[config.mk]
export PLATFORM = sky130hd
export DESIGN_NAME = mem_port_arbiter
export DESIGN_NICKNAME = d
export VERILOG_FILES = /design/src/rtl/mem_port_arbiter.sv
export SDC_FILE = /design/constraint.sdc
export NUM_CORES = 1
export LEC_CHECK = 0
export BUFFER_PORTS_ARGS = -buffer_cell sky130_fd_sc_hd__buf_2
export CORE_AREA = 2 2 167 169
export CTS_BUF_LIST = sky130_fd_sc_hd__clkbuf_4 sky130_fd_sc_hd__clkbuf_8 sky130_fd_sc_hd__clkbuf_16
export CTS_CLUSTER_DIAMETER = 80
export CTS_CLUSTER_SIZE = 20
export DETAILED_ROUTE_END_ITERATION = 8
export DIE_AREA = 0 0 169 171
export GPL_TIMING_DRIVEN = 0
export MAX_ROUTING_LAYER = met4
export PLACE_DENSITY = 0.48
export RECOVER_POWER = 100
export SLEW_MARGIN = 5
export SYNTH_ARGS = -nofsm -noshare
export SYNTH_HDL_FRONTEND = slang
export SYNTH_SLANG_ARGS = --single-unit
[constraint.sdc]
create_clock -name clk -period 4.05 [get_ports clk]
set_clock_uncertainty 0.05 [all_clocks]
set_input_delay 0.405 -clock clk [delete_from_list [all_inputs] [get_ports clk]]
set_output_delay 0.405 -clock clk [all_outputs]
set_load 0.01 [all_outputs]
[src/rtl/mem_port_arbiter.sv]
// mem_port_arbiter: shares one single-port synchronous memory between fetch (read-only) and data (read/write).
module mem_port_arbiter #(
    parameter int AW            = 14,
    parameter int DW            = 64,
    parameter int READ_LATENCY  = 1,
    parameter int MAX_DM_STREAK = 4
) (
    input  logic            clk,
    input  logic            reset,
    input  logic            if_req,
    input  logic [AW-1:0]   if_addr,
    output logic            if_gnt,
    output logic            if_rvalid,
    output logic [DW-1:0]   if_rdata,
    input  logic            dm_req,
    input  logic            dm_we,
    input  logic [DW/8-1:0] dm_be,
    input  logic [AW-1:0]   dm_addr,
    input  logic [DW-1:0]   dm_wdata,
    output logic            dm_gnt,
    output logic            dm_rvalid,
    output logic [DW-1:0]   dm_rdata,
    output logic            mem_en,
    output logic            mem_we,
    output logic [DW/8-1:0] mem_be,
    output logic [AW-1:0]   mem_addr,
    output logic [DW-1:0]   mem_wdata,
    input  logic [DW-1:0]   mem_rdata,
    output logic            if_stall,
    output logic            dm_stall,
    output logic [31:0]     conflict_cnt
);
    localparam int SW = $clog2(MAX_DM_STREAK + 1);
    logic [SW-1:0]           streak_q, streak_d;
    logic [READ_LATENCY-1:0] vld_q, vld_d, own_q, own_d;
    logic [31:0]             conflict_q, conflict_d;
    logic                    fetch_first;
    assign fetch_first = streak_q == SW'(MAX_DM_STREAK);
    assign dm_gnt      = !reset && dm_req && !(if_req && fetch_first);
    assign if_gnt      = !reset && if_req && (!dm_req || fetch_first);
    assign if_stall    = !reset && if_req && !if_gnt;
    assign dm_stall    = !reset && dm_req && !dm_gnt;
    assign mem_en      = if_gnt || dm_gnt;
    assign mem_we      = dm_gnt && dm_we;
    assign mem_be      = (dm_gnt && dm_we) ? dm_be : '0;
    assign mem_addr    = dm_gnt ? dm_addr : (if_gnt ? if_addr : '0);
    assign mem_wdata   = dm_gnt ? dm_wdata : '0;
    // Tail of the in-flight pipe lines up with mem_rdata; own = 1 marks a data-side read.
    assign if_rvalid    = !reset && vld_q[READ_LATENCY-1] && !own_q[READ_LATENCY-1];
    assign dm_rvalid    = !reset && vld_q[READ_LATENCY-1] && own_q[READ_LATENCY-1];
    assign if_rdata     = mem_rdata;
    assign dm_rdata     = mem_rdata;
    assign conflict_cnt = conflict_q;
    always_comb begin
        streak_d   = (dm_gnt && if_req) ? streak_q + 1'b1 : '0;
        vld_d      = READ_LATENCY'({vld_q, if_gnt || (dm_gnt && !dm_we)});
        own_d      = READ_LATENCY'({own_q, dm_gnt});
        conflict_d = (if_req && dm_req && conflict_q != '1) ? conflict_q + 32'd1 : conflict_q;
    end
    always_ff @(posedge clk) begin
        if (reset) begin
            streak_q   <= '0;
            vld_q      <= '0;
            own_q      <= '0;
            conflict_q <= '0;
        end else begin
            streak_q   <= streak_d;
            vld_q      <= vld_d;
            own_q      <= own_d;
            conflict_q <= conflict_d;
        end
    end
endmodule

==> results.md <==
- Wire length per cell: about 14 microns
- Clk Latency, worst-skew pair: roughly 0.29 ns
- CP delay by family, top: buffers and inverters
- Drt first pass iters: 4
- Hold buffers post-CTS: 0
- GRT overflow: 0
- Maxcap violations: 0
- Fillers: roughly 3200
- Post-CTS setup buffer count: 0
- HP Start: dm_we
- Largest net degree at the start of global routing: 14
- Crit. End Element: primary output
- CP startpoint kind: flop
- CP arrival: slightly below 3 ns
- CP startpoint: streak_q[0]
- Hpwl dp: approximately 14000 microns
- Worst-path clk slew: 0.06 ns
- Worst min path class: input pin to flop
- Ports: between 400 and 500
- CP Class: flop to primary output
- Final Instance Area: ~0.0056 sq mm
- Initial antenna violation count: 3
- Reg-to-Reg Start: conflict_cnt[16]
- Total CTS buffers: 5
- Drt via density: about 3.6
- Post-synth ARST share: 0%
- Synth unique cells: between 40 and 50
- Mapped cell area: 0.00350 sq mm
- Final Hold Violating Endpoints: 0
- IO Port Bufs: 357
- CTS tree: done
- Row cnt: 61
- Clk sinks: 37
- Via count: 4235
- Lkg Pwr: approximately 0.0024 uW
- Starting Density: around 13%
- WP data required: ~3.6 ns
- Die Wd: 169 microns
- Overall fraction of global-route tracks in use: 10.3%
- First-pass GRT wire length: between 20000 and 25000 microns
- Detailed Route WL: approximately 16000 microns
- Vias in the first global route: ~3600
- Max_slew headroom: roughly 33%
- Crit Path Max Fanout: 10
- P&R area growth vs syn: 58.6%
- Post-cts resize count: 0
- Slowest-stage cell, CP: a31oi_1
- Main flop type after synthesis: dfxtp_1
- Routability Congestion: approximately 0.8
- Number of buffers and inverters on the critical path: 4
- H-Tree Depth: 2
- Period utilisation layout: just over 80%
- Register area share after synthesis: 21.1%
- Core ar.: 0.0273 sq mm
- FF+latch count, synth: 37
- Antenna Violating Nets Remaining: 0
- Layout cell share with drive strength beyond 1: about a third
- Crit path top cell by count: clkbuf_1
- Status: complete, no violations
- Clock tree buffer depth: 2
- Max frequency: 299 MHz
- Post-Syn Instances: 452
- Mean Syn Cell Area: roughly 7.8 sq um
- Min Tclk post-route: 3.35 ns
- Initial DRC count: between 100 and 150
- Post-Place Cell Area: ~0.0057 sq mm
- Peak supply drop: between 0.1 and 0.15 mV
- YS warnings: 0
- Power Dens Cells: about 200 mW/mm^2
- Pins over their slew limit: 0
- Crit-path cells: inv_1, ha_1, a31oi_1, clkbuf_1, clkbuf_1, and2_0, buf_2
- Worst slew pin tran: 0.993 ns
- Drt drc: 0
- RSZ-0062 raised after global routing: no
- DIE AREA: approximately 0.029 sq mm
- TNS Setup: 0 ns
- Final setup viols: 0
- Vert. Die Dim: about 170 microns
- EDFF count, synth: 0
- CP max stage delay: around 0.7 ns
- Layout Nets: between 900 and 1000
- Syn_nets: roughly 620
- Clk Tree Root Cell: clkbuf_16
## cell type report
| cell class | count | area, sq um | share of cell area, % |
|---|---|---|---|
| Buffer | 148 | 1040 | 18.7 |
| Clock buffer | 5 | 125 | 2.25 |
| Antenna cell | 3 | 7.51 | 0.135 |
| Sequential cell | 37 | 741 | 13.3 |
| Clock inverter | 3 | 21.3 | 0.383 |
| Inverter | 7 | 26.3 | 0.473 |
| Multi-Input combinational cell | 260 | 1650 | 29.7 |
| Tap cell | 346 | 433 | 7.79 |
| Timing Repair Buffer | 357 | 1520 | 27.3 |
## logic make-up (layout without fill, tap and decap cells)
| family | Yosys count | count (layout) | share of synthesized area [%] |
|---|---|---|---|
| fa+ha+maj | 3 | 3 | 1.07 |
| xor+xnor | 21 | 21 | 5.25 |
| simple gates | 183 | 183 | 30.7 |
| buf+inv | 155 | 520 | 30.5 |
| mux | 2 | 2 | 0.643 |
| compound gates | 51 | 51 | 10.7 |
| flops | 37 | 37 | 21.1 |
| other cells | 0 | 3 | 0 |
## flip-flops by register name, summed over array words and instances (netlist names)
name	flops
conflict_cnt	32
own_q	1
streak_q	3
vld_q	1
## worst reg2reg max path: stages, from the launching register on
cell	delay, ns
dfxtp_1	0.46
nand4_1	0.39
nor4_1	0.97
clkbuf_1	0.48
a21oi_1	0.22
xnor2_1	0.19
nor2_1	0.06
## report_power, final
part / leakage [uW] / internal (uW) / total [uW] / switching [uW]
sequential: 0.000299 / 367 / 370 / 2.64
clock: 0.0000702 / 229 / 399 / 170
combinational: 0.00201 / 183 / 357 / 174
## synth_stat cells, types with 7 or more instances
cell | instances | area (sq um)
xor2_1 | 7 | 61.3
buf_4 | 128 | 961
and2_1 | 66 | 413
nand3_1 | 10 | 50.1
clkbuf_1 | 15 | 56.3
nor2_1 | 36 | 135
xnor2_1 | 14 | 123
inv_1 | 7 | 26.3
and3_1 | 9 | 56.3
dfxtp_1 | 37 | 741
nand2_1 | 13 | 48.8
a22o_1 | 14 | 123
a21oi_1 | 11 | 55.1
nand4_1 | 10 | 62.6
## path summary, 6_finish.rpt
check                                        to  slack (ns)  depth (start not counted)
worst max register to register  conflict_cnt[0]        1.10                          6
worst min register to register      streak_q[0]        0.40                          1
worst min-delay path                      vld_q        0.39                          3
worst max-delay path              mem_wdata[47]        0.70                          7
## layer usage
metal  track usage, %  routed length (microns)  share of wire, %
met1             12.4                     6570                41
met4             2.68                      170               1.1
met2             17.0                     8000                50
met3             2.68                     1400               8.7
met5                -                        0                 0
## through the flow
stage | utilization (%) | cells | setup WS, ns | hold WS [ns] | total power, uW
after floorplan | - | 452 | 1.94 | 0.367 | 585
after global placement | 20.9 | 1155 | 0.928 | 0.376 | 761
after detailed placement | 20.9 | 1155 | 0.930 | 0.398 | 761
after CTS | 21.5 | 1163 | 0.803 | 0.381 | 1170
after global routing | 20.3 | 1166 | 0.447 | 0.419 | 1190
final | 20.3 | 1166 | 0.705 | 0.391 | 1130
## cell usage in the layout (no fill, tap or decap), types with 5 or more instances in the layout
master and instances:
nor2_1 36, xor2_1 7, or4_1 6, buf_2 141, nand3_1 10, a22o_1 14, xnor2_1 14, nand2_1 13
and2_0 36, inv_1 7, o31ai_1 5, dfxtp_1 37, clkbuf_16 5, buf_4 128, a21oi_1 11, clkbuf_1 236
and3_1 9, nor3_1 5, nand4_1 11, and2_1 30, nor4_1 8, a211oi_1 6
No activity file was read; power rests on OpenSTA's default activity.
